File: src/rtl/booth_pkg.sv
`default_nettype none
// ============================================================================
// Module      : booth_pkg
// Description : Shared state encoding, default width and counter sizing for
//               the sequential Booth multiplier.
// Revision    : 1.0 - initial release
// ============================================================================
package booth_pkg;

    localparam int c_default_width = 16;

    typedef enum logic [1:0] {
        ST_IDLE = 2'd0,
        ST_RUN  = 2'd1,
        ST_DONE = 2'd2
    } state_t;

    // Bits needed to hold the step index 0..width-1.
    function automatic int cnt_width(input int width);
        return (width <= 2) ? 1 : $clog2(width);
    endfunction

endpackage
`default_nettype wire

File: src/rtl/booth_step.sv
`default_nettype none
// ============================================================================
// Module      : booth_step
// Description : One combinational radix-2 Booth step: add/sub select on
//               (Q[0], q_1) followed by an arithmetic right shift of {A,Q,q_1}.
// Revision    : 1.0 - initial release
// ============================================================================
module booth_step
    import booth_pkg::*;
#(
    parameter int WIDTH = c_default_width
) (
    input  logic [WIDTH:0]   i_a,
    input  logic [WIDTH-1:0] i_q,
    input  logic             i_q1,
    input  logic [WIDTH:0]   i_m,
    output logic [WIDTH:0]   o_a,
    output logic [WIDTH-1:0] o_q,
    output logic             o_q1
);

    logic [WIDTH:0] w_sum;

    always_comb begin
        w_sum = i_a;
        unique case ({i_q[0], i_q1})
            2'b10:   w_sum = i_a - i_m;
            2'b01:   w_sum = i_a + i_m;
            default: w_sum = i_a;
        endcase
        o_a  = {w_sum[WIDTH], w_sum[WIDTH:1]};
        o_q  = {w_sum[0], i_q[WIDTH-1:1]};
        o_q1 = i_q[0];
    end

endmodule
`default_nettype wire

File: src/rtl/booth_seq_ctrl.sv
`default_nettype none
// ============================================================================
// Module      : booth_seq_ctrl
// Description : Iterative signed radix-2 Booth multiplier, one step per clock.
//               Optional macro BOOTH_EARLY_TERM_EN enables early termination.
// Revision    : 1.0 - initial release
// ============================================================================
module booth_seq_ctrl
    import booth_pkg::*;
#(
    parameter int WIDTH = c_default_width
) (
    input  logic               clk,
    input  logic               rst,
    input  logic               start,
    input  logic [WIDTH-1:0]   a,
    input  logic [WIDTH-1:0]   b,
    output logic               ready,
    output logic               busy,
    output logic               done,
    output logic [2*WIDTH-1:0] product
);

    localparam int             c_cw     = cnt_width(WIDTH);
    localparam int             c_last_i = WIDTH - 1;
    localparam logic [c_cw:0]  c_last   = c_last_i[c_cw:0];

    state_t               r_state, w_state_nxt;
    logic [WIDTH:0]       r_a, r_m;
    logic [WIDTH-1:0]     r_q;
    logic                 r_q1;
    logic [c_cw-1:0]      r_count;
    logic [2*WIDTH-1:0]   r_product;

    logic [WIDTH:0]       w_step_a;
    logic [WIDTH-1:0]     w_step_q;
    logic                 w_step_q1;
    logic                 w_finish;
    logic                 w_load_done;
    logic [2*WIDTH-1:0]   w_result;

    booth_step #(.WIDTH(WIDTH)) u_step (
        .i_a  (r_a),
        .i_q  (r_q),
        .i_q1 (r_q1),
        .i_m  (r_m),
        .o_a  (w_step_a),
        .o_q  (w_step_q),
        .o_q1 (w_step_q1)
    );

`ifdef BOOTH_EARLY_TERM_EN
    logic [c_cw:0]               w_rem;
    logic                        w_uniform;
    logic signed [2*WIDTH:0]     w_aq_shift;

    // Once the unprocessed multiplier bits all match q_1 the remaining steps
    // are pure shifts, so they collapse into one arithmetic shift.
    always_comb begin
        w_rem     = c_last - {1'b0, r_count};
        w_uniform = 1'b1;
        for (int i = 0; i < WIDTH; i++) begin
            if ((i < int'(w_rem)) && (w_step_q[i] != w_step_q1)) begin
                w_uniform = 1'b0;
            end
        end
        w_aq_shift = $signed({w_step_a, w_step_q}) >>> w_rem;
    end

    assign w_finish    = w_uniform;
    assign w_result    = w_aq_shift[2*WIDTH-1:0];
    assign w_load_done = (b == '0);
`else
    assign w_finish    = (r_count == c_last[c_cw-1:0]);
    assign w_result    = {w_step_a[WIDTH-1:0], w_step_q};
    assign w_load_done = 1'b0;
`endif

    always_ff @(posedge clk) begin
        if (rst) begin
            r_state   <= ST_IDLE;
            r_a       <= '0;
            r_m       <= '0;
            r_q       <= '0;
            r_q1      <= 1'b0;
            r_count   <= '0;
            r_product <= '0;
        end else begin
            r_state <= w_state_nxt;
            if (r_state == ST_IDLE && start) begin
                r_m     <= {a[WIDTH-1], a};
                r_a     <= '0;
                r_q     <= b;
                r_q1    <= 1'b0;
                r_count <= '0;
                if (w_load_done) begin
                    r_product <= '0;
                end
            end else if (r_state == ST_RUN) begin
                r_a     <= w_step_a;
                r_q     <= w_step_q;
                r_q1    <= w_step_q1;
                r_count <= r_count + {{(c_cw-1){1'b0}}, 1'b1};
                if (w_finish) begin
                    r_product <= w_result;
                end
            end
        end
    end

    always_comb begin
        w_state_nxt = r_state;
        ready       = 1'b0;
        busy        = 1'b0;
        done        = 1'b0;
        unique case (r_state)
            ST_IDLE: begin
                ready = 1'b1;
                if (start) begin
                    w_state_nxt = w_load_done ? ST_DONE : ST_RUN;
                end
            end
            ST_RUN: begin
                busy = 1'b1;
                if (w_finish) begin
                    w_state_nxt = ST_DONE;
                end
            end
            ST_DONE: begin
                busy        = 1'b1;
                done        = 1'b1;
                w_state_nxt = ST_IDLE;
            end
            default: w_state_nxt = ST_IDLE;
        endcase
    end

    assign product = r_product;

endmodule
`default_nettype wire
File: config.mk
export PLATFORM = sky130hd
export DESIGN_NAME = booth_seq_ctrl
export DESIGN_NICKNAME = d
export VERILOG_FILES = /design/src/rtl/booth_pkg.sv /design/src/rtl/booth_step.sv /design/src/rtl/booth_seq_ctrl.sv
export SDC_FILE = /design/constraint.sdc
export NUM_CORES = 1
export LEC_CHECK = 0
export CAP_MARGIN = 0
export CELL_PAD_IN_SITES_DETAIL_PLACEMENT = 0
export CELL_PAD_IN_SITES_GLOBAL_PLACEMENT = 1
export CORE_MARGIN = 3
export CORE_UTILIZATION = 45
export CTS_CLUSTER_DIAMETER = 80
export DETAILED_ROUTE_END_ITERATION = 8
export PLACE_DENSITY_LB_ADDON = 0.1
export SYNTH_ARGS = -nofsm -noshare
export SYNTH_HDL_FRONTEND = slang
export SYNTH_HIERARCHICAL = 1
export SYNTH_SLANG_ARGS = --single-unit
File: constraint.sdc
create_clock -name clk -period 7.8 [get_ports clk]
set_input_delay 0.78 -clock clk [delete_from_list [all_inputs] [get_ports clk]]
set_output_delay 0.78 -clock clk [all_outputs]
set_load 0.03 [all_outputs]
Word-level counts from Yosys, hierarchy flattened. Index checks and enable logic that the tools add are counted.

Add/sub/neg operators: 3. Eq/ne operators: 7. Mux-type cells: 9. Bitwise operators: 1. Reductions and logical operators: 7.

Operators with widths (number): $pmux W17 S2 (1); $mux W16 (2); $add A16 B16 Y17 (1); $sub A16 B16 Y17 (1); $add A4 B1 Y4 const B (1); $eq A2 B1 Y1 const B (2); $eq A2 B2 Y1 const B (2); $eq A4 B4 Y1 const B (1); $mux W2 (2); $ne A2 B2 Y1 const B (2); $pmux W2 S2 (1); $reduce_or A2 Y1 (2); $mux W1 (3); $reduce_and A3 Y1 (1); $logic_not A2 Y1 (1); $reduce_and A2 Y1 (1); $reduce_bool A2 Y1 (1); $logic_and A1 B1 Y1 (1); $not A1 Y1 (1).

Bits in registers: 87. Bits of input ports: 35. Output and inout bits: 35. Word-level logic and storage cells: 34.

Logic depth before layout (Yosys ltp).
Depth after elaboration: 4. Mapped depth: 16.

Cells and area by module. The synthesis kept the hierarchy.

Modules (own cells, without submodules): booth_seq_ctrl (times used 1, cells an instance 375, area an instance 3673.5 um^2, seq. area each 1761.7 um^2); booth_step (times used 1, cells an instance 229, area an instance 1551.5 um^2, seq. area each 0.0 um^2).

Worst setup path before layout. Ideal clock, no wire load.

Kind: reg-to-reg. Start point: register r_m[3]. End point: register r_a[16] (netlist name). Library setup time: 116 ps. Arrival time: 3049 ps. Setup slack: 4635 ps. Cell stages (with the launch flop): 17. Cells stage by stage: dfxtp_1 > nor3_1 > nand2b_1 > nor4_1 > a21o_1 > o21ai_0 > xor2_1 > ha_1 > a21o_1 > a21o_1 > a221o_1 > nand3_1 > o221a_1 > nand4_1 > buf_4 > mux2i_1 > nor2_1.

Longest elaborated chain between the ends: 2. Elaborated cells on any way between the ends: 3. Classes of those cells: add/sub (2); mux (1).

Ends and longest elaborated chain: start: declaration (line booth_seq_ctrl.sv:29) `logic [WIDTH:0] r_a, r_m;`; start signal: assignment (line booth_seq_ctrl.sv:91) `r_m <= {a[WIDTH-1], a};`; $add A16 B16 Y17 / $sub A16 B16 Y17 (equally long branches) (line booth_step.sv:28, booth_step.sv:27); $pmux W17 S2 (*) (line booth_step.sv:26) `unique case ({i_q[0], i_q1})`; named net w_step_a[15] (line booth_seq_ctrl.sv:35) `logic [WIDTH:0] w_step_a;`.

The timed path passes the listed nets; every way through them passes the cells marked *. A chain may end at the register's enable or synchronous reset.

Final worst setup path.
Start point: register r_m[3]. End point: register r_a[15] (netlist name).

Longest elaborated chain between the ends: 2. Elaborated cells on any way between the ends: 3. Classes of those cells: add/sub (2); mux (1).

Ends and longest elaborated chain (line): $add A16 B16 Y17 / $sub A16 B16 Y17 (equally long branches) (booth_step.sv:28, booth_step.sv:27); $pmux W17 S2 (*) (booth_step.sv:26); named net w_step_a[15] (booth_seq_ctrl.sv:35).

Marked as above.

==> qor.csv <==
stage;metric;value;unit
status;status;complete, no violations;
routing;drcViolationCount;0;
logic_synthesis;synth_area_per_cell;8.65;µm²
routing;via_count;4108;
cts;clock_sinks;88;
critical_path;arrival;3.73;ns
place;place_inst;766;
cts;clk_pin_slew;0.07;ns
sta;worst_pin_slew;0.961;ns
logic_synthesis;synth_cells;604;
logic_synthesis;synth_fp_nets;664;
logic_synthesis;yosysSeqAreaShare;0.337;
critical_path;critPathLaunchType;flip-flop;
critical_path;r2r_cells;15;
critical_path;crit-reg2reg-launch;r_m[3];
grt;grt_pass1_wl;18.9;mm
layout;drive_above_1_share;0.0561;
cts;htree_levels;3;
pwr;power.density;262;nW/µm²
routing;drt.antenna.violating_nets;0;
floorplan;die_h;114;µm
sta;drv_slew;0;
routing;wire_per_inst;14.1;µm
cts;cts_root_buf;clkbuf_16;
place;hpwl;7.73;mm
critical_path;worst-path-max-fanout;7;
worst_hold_path;holdPathStages;2;
routing;drt_iter0_markers;182;
logic_synthesis;synthArstFlopShare;0;
sta;period_minus_slack;3.53;ns
floorplan;chipWidth;114;µm
sta;min_period_over_period;0.452;
pwr;clockPowerShare;0.334;
grt;grt_pass1_vias;3929;
layout;fin_nets;697;
logic_synthesis;synthAdderAreaFrac;0.0613;
pwr;intPower;1070;µW
floorplan;die-area;12900;µm²
routing;wirelength;11.0;mm
sta;fin_ws;4.27;ns
layout;fill_cells;1067;
grt;grt.overflow.total;0;
logic_synthesis;synthSimpleGateAreaFrac;0.210;
pwr;switching_share;0.339;
grt;grtUsageTotal;0.179;
cts;numCtsBuffers;9;
pwr;vdd_drop_max;0.224;mV
pwr;switchingPower;548;µW
logic_synthesis;synth-seq-cells;88;
worst_hold_path;hold_path_startpoint;product[21];
routing;drtPass1Iterations;4;
place;place.gp.congestion;0.880;
critical_path;critPathLaunch;r_m[3];
cts;cts_setup_buffers;0;
cts;cts-resized-gates;0;
layout;areaGrowthSynthToFinish;18.1;%
logic_synthesis;synth-compound-area-share;0.139;
logic_synthesis;synthMuxAreaShare;0.139;
sta;fin_tns_setup;0;ns
layout;antenna_cells;0;
pwr;comb_power_share;0.343;
logic_synthesis;synth_top_family_by_area;simple AND/OR/NAND/NOR gates;
logic_synthesis;synth_cell_types;54;
critical_path;worstReg2RegEnd;r_a[15];
logic_synthesis;synth-edff-count;0;
routing;via_per_inst;5.25;
worst_hold_path;hold_path_end;product[21];
floorplan;initial_core_util;0.472;
sta;fmax;283;MHz
critical_path;worst-setup-path-type;flip-flop to flip-flop;
cts;clk_path_buf_depth;2;
cts;worstSkewPairLatency;0.35;ns
cts;ctsHoldBuffers;0;
logic_synthesis;ys.warnings.count;6;
place;postPlaceCellArea;5800;µm²
floorplan;core;11100;µm²
grt;grt_antenna_before_repair;0;
pwr;power;1620;µW
critical_path;critPathRequiredTime;8.01;ns
pwr;p_leak;0.00233;µW
cts;cts_tree;yes;
sta;slew_headroom;0.359;
sta;setup_viol;0;
worst_hold_path;min_path_type;flip-flop to flip-flop;
logic_synthesis;netlist_area;5230;µm²
critical_path;rrSetupSlack;4.27;ns
sta;skew;0.0101;ns
sta;grt_setup_unrepaired;false;
pwr;share_seq_of_total_power;0.323;
layout;stdcell_count;782;
layout;fin_area;6170;µm²
floorplan;num_io_pins;70;
critical_path;crit_path_end_kind;flip-flop;
place;dp_worst_setup_slack;4.29;ns
place;port_buffers;69;
floorplan;rows;38;
grt;grt_max_degree;101;
logic_synthesis;synth_xor_area_frac;0.0417;
logic_synthesis;synth_ff_type;dfxtp_1;
run;maxCapViolCount;0;
sta;hold_violations;0;
==> logic make-up (layout without fill, tap and decap cells) <==
kind of cell / count (synthesis) / after routing
multiplexers: 72 / 72
AND/OR/NAND/NOR: 221 / 221
adder cells (fa/ha/maj): 25 / 25
AO/OA/AOI/OAI: 112 / 112
flip-flops: 88 / 88
XOR/XNOR: 24 / 24
buffers and inverters: 62 / 100
==> sequential cells by signal, indices dropped and copies added, names as in the netlist <==
signal / flops
product: 32
r_a: 17
r_m: 16
r_q: 16
r_count: 4
r_state: 2
r_q1: 1
==> layout make-up <==
type                    count  area [µm²]  share of cell area
flip-flops and latches     88        1760               0.285
multi-input cells         454        3100               0.502
well taps                 140         175              0.0284
clock inverters             7         149              0.0241
repair buffers             74         723               0.117
inverters                  10        37.5             0.00608
clock buffers               9         225              0.0365
==> critical path, stage by stage, from the launching register on <==
cell      delay, ns
dfxtp_1        0.35
nor3_1         0.29
nand2b_1       0.11
nor4_1         0.37
a21o_1         0.23
o21ai_0        0.11
xor2_1         0.18
ha_1           0.37
a21o_1         0.19
a21o_1         0.19
a221o_1        0.33
nand2_1        0.08
o221a_1        0.19
nand4_1        0.15
mux2i_1        0.18
nor2_1         0.06
==> metrics by stage <==
stage / hold WS (ns) / util
after global placement: 0.457 / 0.523
after detailed placement: 0.462 / 0.523
after CTS: 0.476 / 0.557
after global routing: 0.490 / 0.557
final: 0.472 / 0.557
after floorplan: 0.461 / -
==> layer usage <==
metal,GRT usage,part of all wire
met1,0.252,0.53
met2,0.267,0.41
met3,0.0361,0.039
met4,0.0761,0.020
met5,0,0
==> synth_stat cells (3+ instances only) <==
| cell | instances | area share |
|---|---|---|
| o21ai_0 | 21 | 0.020 |
| nand3_1 | 4 | 0.0038 |
| nor2_1 | 60 | 0.043 |
| nor4_1 | 4 | 0.0048 |
| a211oi_1 | 18 | 0.026 |
| nand2_1 | 57 | 0.041 |
| xnor2_1 | 5 | 0.0084 |
| a21o_1 | 8 | 0.011 |
| xor2_1 | 18 | 0.030 |
| nor3_1 | 7 | 0.0067 |
| clkbuf_1 | 21 | 0.015 |
| buf_2 | 7 | 0.0067 |
| mux2i_1 | 69 | 0.13 |
| mux2_2 | 3 | 0.0065 |
| a21oi_1 | 37 | 0.035 |
| o21a_1 | 3 | 0.0043 |
| inv_1 | 10 | 0.0072 |
| ha_1 | 24 | 0.057 |
| a31oi_1 | 3 | 0.0036 |
| nand4_1 | 3 | 0.0036 |
| buf_12 | 3 | 0.011 |
| nand2b_1 | 70 | 0.084 |
| buf_4 | 18 | 0.026 |
| dfxtp_1 | 88 | 0.34 |
| o211a_1 | 3 | 0.0057 |
| nor3b_1 | 5 | 0.0072 |
==> worst max-delay path by stage <==
stage / cells after the start / to
floorplan: 16 / r_a[16]
global placement: 15 / r_a[16]
detailed placement: 15 / r_a[15]
CTS: 15 / r_a[15]
global route: 15 / r_a[15]
finish: 15 / r_a[15]
==> layout by cell type, fill, tap and decap left out, drive strengths merged, types with 2 or more instances in the layout <==
cell type and n:
mux2 3, nand2b 70, o21a 3, mux2i 69, o21ai 22, a21o 9
nor3b 6, nor3 7, nor4 5, nand4 3, xor2 18, inv 13
ha 24, a31oi 3, nand2 57, and2 2, o21bai 2, bufinv 4
o211a 3, and3 2, nor2b 2, clkbuf 9, xnor2 6, nand3 4
dfxtp 88, o22ai 2, clkdlybuf4s50 68, a211oi 19, nor2 61, a21oi 37
buf 6, a211o 2, a311oi 2
==> power groups by stage <==
| stage | clock network, µW | registers (µW) | logic [µW] |
|---|---|---|---|
| after CTS | 556 | 521 | 555 |
| final | 540 | 521 | 554 |
| after global routing | 573 | 527 | 624 |
| after floorplan | 0 | 518 | 470 |
| after detailed placement | 0 | 532 | 552 |
| after global placement | 0 | 530 | 546 |
Power figures use the tool's default switching activity.
